## config.mk

```make
export PLATFORM = sky130hd
export DESIGN_NAME = power_seq
export DESIGN_NICKNAME = d
export VERILOG_FILES = /design/src/rtl/caster_pwr_pkg.sv /design/src/rtl/power_seq.sv
export SDC_FILE = /design/constraint.sdc
export NUM_CORES = 1
export LEC_CHECK = 0
export ABC_AREA = 1
export BUFFER_PORTS_ARGS = -buffer_cell sky130_fd_sc_hd__buf_2
export CORE_ASPECT_RATIO = 1.75
export CORE_MARGIN = 1
export CORE_UTILIZATION = 50
export CTS_BUF_LIST = sky130_fd_sc_hd__clkbuf_2
export DETAILED_ROUTE_END_ITERATION = 16
export GPL_ROUTABILITY_DRIVEN = 0
export PLACE_DENSITY = 0.72
export SETUP_SLACK_MARGIN = 0.2
export SLEW_MARGIN = 20
export SYNTH_ARGS = -nofsm -noshare
export SYNTH_HDL_FRONTEND = slang
export SYNTH_SLANG_ARGS = --single-unit
export TNS_END_PERCENT = 50
```

## constraint.sdc

```tcl
create_clock -name clk -period 2.3 [get_ports clk]
set_clock_uncertainty 0.2 [all_clocks]
set_input_delay 0.23 -clock clk [delete_from_list [all_inputs] [get_ports clk]]
set_output_delay 0.23 -clock clk [all_outputs]
set_load 0.05 [all_outputs]
```

## src/rtl/caster_pwr_pkg.sv

```systemverilog
// Shared power-sequencing definitions: state encodings, default timing
// constants and the per-state output decode. Also used by the PMIC
// controller debug decode, so encodings must stay stable.
package caster_pwr_pkg;

    localparam int unsigned CNT_W = 24;

    localparam logic [CNT_W-1:0] DEF_PON_TIMEOUT  = 24'd8000000;
    localparam logic [CNT_W-1:0] DEF_VCOM_SETTLE  = 24'd330000;
    localparam logic [CNT_W-1:0] DEF_VCOM_OFF_DLY = 24'd330000;

    typedef enum logic [2:0] {
        ST_OFF       = 3'd0,
        ST_RAIL_UP   = 3'd1,
        ST_VCOM_UP   = 3'd2,
        ST_ON        = 3'd3,
        ST_VCOM_DOWN = 3'd4,
        ST_FAULT     = 3'd5
    } pwr_state_t;

    typedef struct packed {
        logic en;
        logic cen;
        logic ready;
        logic fault;
    } pwr_out_t;

    function automatic pwr_out_t state_outputs(input pwr_state_t s);
        pwr_out_t o;
        o = '0;
        case (s)
            ST_RAIL_UP:   o.en = 1'b1;
            ST_VCOM_UP:   begin o.en = 1'b1; o.cen = 1'b1; end
            ST_ON:        begin o.en = 1'b1; o.cen = 1'b1; o.ready = 1'b1; end
            ST_VCOM_DOWN: o.en = 1'b1;
            ST_FAULT:     o.fault = 1'b1;
            default:      o = '0;
        endcase
        return o;
    endfunction

endpackage

```

## src/rtl/power_seq.sv

```systemverilog
// Panel power sequencer: brings up PMIC main rails, then VCOM, reports
// ready once settled, and walks back down in reverse order. Any PMIC link
// error, power-good loss while on, or power-up timeout latches FAULT until
// reset. All outputs are registered from the next-state decode.
module power_seq
    import caster_pwr_pkg::*;
#(
    parameter logic [23:0] PON_TIMEOUT  = DEF_PON_TIMEOUT,
    parameter logic [23:0] VCOM_SETTLE  = DEF_VCOM_SETTLE,
    parameter logic [23:0] VCOM_OFF_DLY = DEF_VCOM_OFF_DLY
) (
    input  logic       clk,
    input  logic       rst_n,
    input  logic       sys_req,
    output logic       sys_ready,
    output logic       sys_fault,
    output logic       pwr_en,
    output logic       pwr_cen,
    input  logic       pwr_pok,
    input  logic       pwr_error,
    output logic [2:0] dbg_state
);

    localparam logic [23:0] PON_LAST    = PON_TIMEOUT - 24'd1;
    localparam logic [23:0] SETTLE_LAST = VCOM_SETTLE - 24'd1;
    localparam logic [23:0] OFF_LAST    = VCOM_OFF_DLY - 24'd1;

    pwr_state_t  state, state_next;
    logic [23:0] cnt, cnt_next;
    pwr_out_t    out_next;

    // State, counter and output registers
    always_ff @(posedge clk) begin
        if (!rst_n) begin
            state     <= ST_OFF;
            cnt       <= '0;
            pwr_en    <= 1'b0;
            pwr_cen   <= 1'b0;
            sys_ready <= 1'b0;
            sys_fault <= 1'b0;
        end else begin
            state     <= state_next;
            cnt       <= cnt_next;
            pwr_en    <= out_next.en;
            pwr_cen   <= out_next.cen;
            sys_ready <= out_next.ready;
            sys_fault <= out_next.fault;
        end
    end

    // Next-state and counter decode; counter restarts on every state change
    always_comb begin
        state_next = state;
        if (pwr_error) begin
            state_next = ST_FAULT;
        end else begin
            case (state)
                ST_OFF:
                    if (sys_req) state_next = ST_RAIL_UP;
                ST_RAIL_UP:
                    if (!sys_req)             state_next = ST_VCOM_DOWN;
                    else if (pwr_pok)         state_next = ST_VCOM_UP;
                    else if (cnt >= PON_LAST) state_next = ST_FAULT;
                ST_VCOM_UP:
                    if (!sys_req)                state_next = ST_VCOM_DOWN;
                    else if (cnt >= SETTLE_LAST) state_next = ST_ON;
                ST_ON:
                    if (!pwr_pok)      state_next = ST_FAULT;
                    else if (!sys_req) state_next = ST_VCOM_DOWN;
                ST_VCOM_DOWN:
                    if (cnt >= OFF_LAST) state_next = ST_OFF;
                ST_FAULT:
                    state_next = ST_FAULT;
                default:
                    state_next = ST_FAULT;
            endcase
        end

        if (state_next != state) cnt_next = '0;
        else if (cnt != '1)      cnt_next = cnt + 24'd1;
        else                     cnt_next = cnt;
    end

    // Output decode from the upcoming state so the registered outputs
    // change on the same edge as the state itself
    always_comb begin
        out_next = state_outputs(state_next);
    end

    assign dbg_state = state;

endmodule

```

==> metrics.yaml <==
job:
  max_cap_viol_count: 0
finish:
  diodes: 0
  area_growth_syn_to_layout_pct: 23.5
  layout_commonest_cell: "nand2_1"
  seq_area_um2: 661
  nFillCells: 390
  multi_input_area_um2: 1400
  finish.net_count: 348
  layout-drive-gt1-share_pct: 38.8
  layout_common_cells: "nand2_1 (63), nor2_1 (40), inv_1 (31)"
timing:
  fin_crit_sh_pct: 91.4
  rsz0062_at_grt: "yes"
  tns_ps: 0
  finalMaxSlewViolations: 0
  worst_slew_pin_slew_ps: 497
  max_freq_ghz: 0.476
  layout_min_cycle_time_ps: 2100
  timing.slew.headroom_pct: 66.6
  finalSetupViolCount: 0
  finalHoldViolCount: 0
pwr:
  power.density_nw_per_um2: 420
  finalPower_uw: 1100
  ir_drop_mv: 0.554
  leakage_uw: 0.00112
setup_path:
  worst-path-buf-inv: 2
  r2r_cells: 14
  cpPeakStageDelay_ps: 420
  required_ps: 2380
  worst_path_max_delay_cell: "dfxtp_4"
  path_max_fanout: 6
  worstReg2RegEnd: "cnt[5]"
  setup.worst_path.end_class: "flip-flop"
  worstSetupPathType: "flip-flop to flip-flop"
  worst_path_most_repeated_cell: "nor2_4"
  arrival_ps: 2190
  worstSetupStartpoint: "cnt[19]"
  r2r_slack_ps: 200
  critPathTopFamily: "simple AND/OR/NAND/NOR gates"
  critical_path.cell_chain: "inv_4, nor2_4, nand2_2, nor2_4, nand2_2, nor2_4, nor2_2, nor2_2, nor2_4, nor2_4, nor2_4, nand2_4, clkbuf_16, nor2_1"
  r2r_start: "cnt[19]"
  worstSetupStartpointType: "flip-flop"
yosys:
  ys_ff_latch: 31
  yosysSeqAreaShare_pct: 29.2
  avgSynthCellArea_um2: 6.90
  syn_nets: 314
  synth_area_um2: 2130
  synthCells: 308
  yosysWarningCount: 0
  synth.distinct_cells: 27
floorplan:
  initial_core_util_pct: 51.7
  io_pins: 12
  die_area_um2: 4530
  coreArea_um2: 4110
  fp.dieW_um: 51.3
  die_y_um: 88.3
  row_count: 31
route:
  vias: 2049
  drtIter0Drc: 69
  wl_per_cell_um: 14.1
  vias_per_cell: 5.23
  drc_errors: 0
  ant_nets: 0
  drt_pass1_iterations: 4
  wl_um: 5540
worst_hold_path:
  hold_class: "input pin to flip-flop"
  holdCritStartpoint: "sys_req"
  holdPathStages: 5
  hold_end: "dbg_state[1]"
clock_network:
  clockBufferDepth: 2
  cts_max_level: 2
  cts_tree: "yes"
  cts-root-buf: "clkbuf_2"
  clk_latency_ps: 380
  clk_pin_slew_ps: 180
  cts_buffers: 5
  cts.sinks: 31
placement:
  dp_hpwl_um: 3980
  io_buffers: 11
grt:
  grt_pass1_vias: 1953
  globalRoute.totalOverflow: 0
  grt_pass1_wl_um: 8330
  antenna_found_initial: 0
  grt_max_degree: 13
  grtUsageTotal_pct: 25.2
run_status:
  status: "finished clean"
## Yosys cell counts (all sizes together)
master | n | share of area (%)
nand4 | 10 | 2.9
xor2 | 16 | 6.6
nor3 | 12 | 2.8
nand3 | 20 | 5.2
buf | 4 | 2.9
nand2 | 76 | 14
o21ai | 5 | 1.2
ha | 1 | 0.59
a311oi | 1 | 0.41
or2 | 1 | 0.29
nor2 | 82 | 24
nor3b | 1 | 0.35
o21bai | 1 | 0.53
nor4 | 1 | 0.29
dfxtp | 31 | 29
inv | 41 | 7.2
a21oi | 3 | 0.71
xnor2 | 1 | 0.41
clkbuf | 1 | 0.18
## cell type report
type / instances / share of cell area [%]
inverters: 41 / 6.19
repair buffers: 32 / 10.7
well taps: 49 / 2.33
multi-input cells: 231 / 53.2
clock inverters: 3 / 1.48
flip-flops and latches: 31 / 25.2
clock buffers: 5 / 0.953
## kinds of logic after synthesis
kind of cell    synth area share [%]
compound gates                  2.82
xor+xnor                        7.00
fa+ha+maj                      0.588
buf+inv                         10.4
flops                           29.2
simple gates                    50.0
## per-layer routing
layer	vias up	GRT usage [%]	share of wire, %	wire, um
met5	-	0	0	0
met4	0	17.7	5.5	307
met3	31	4.81	2.7	151
met2	62	50.1	58	3240
met1	933	21.3	33	1840
li1	1023	-	-	-
## power by group
part / internal (uW) / total (uW) / switching [uW]
combinational: 64.3 / 176 / 112
sequential: 542 / 553 / 10.4
clock: 179 / 373 / 194
## worst min-delay path: cells and delay by family
family	cells	cell delay (ps)
AND/OR/NAND/NOR	3	230
buffers and inverters	2	200
## sequential cells by signal, summed over array words and instances, names as in the netlist
| register | flops |
|---|---|
| pwr_cen | 1 |
| sys_fault | 1 |
| cnt | 24 |
| pwr_en | 1 |
| sys_ready | 1 |
| dbg_state | 3 |
## worst max path at each step
stage	end	cells past startpoint	slack, ps
2_1_floorplan	cnt[8]	13	250
3_3_place_gp	cnt[8]	14	150
3_5_place_dp	cnt[3]	14	100
4_1_cts	cnt[20]	8	180
5_1_grt	cnt[22]	14	110
6_report	cnt[5]	14	200
## metrics by stage
stage | hold WS (ps) | util [%] | setup slack [ps] | instance area (um2) | instances
3_5_place_dp | 313 | 55.3 | 103 | 2270 | 372
6_report | 117 | 63.9 | 197 | 2630 | 392
3_3_place_gp | 309 | 55.3 | 151 | 2270 | 372
5_1_grt | 118 | 63.9 | 108 | 2630 | 392
2_1_floorplan | 151 | - | 246 | 2130 | 308
4_1_cts | 111 | 59.4 | 177 | 2440 | 384
## what timing repair did
| item | 4_1_cts | 5_1_grt |
|---|---|---|
| endpoints found under the setup margin | 24 | 24 |
| gates resized for setup | 18 | 48 |
| pin swaps | 5 | 18 |
| cloned | 1 | 1 |
| hold endpoints to repair | 5 | 0 |
| setup buffers | 2 | 7 |
| hold buffers | 1 | 0 |
(Power assumes the default switching activity.)
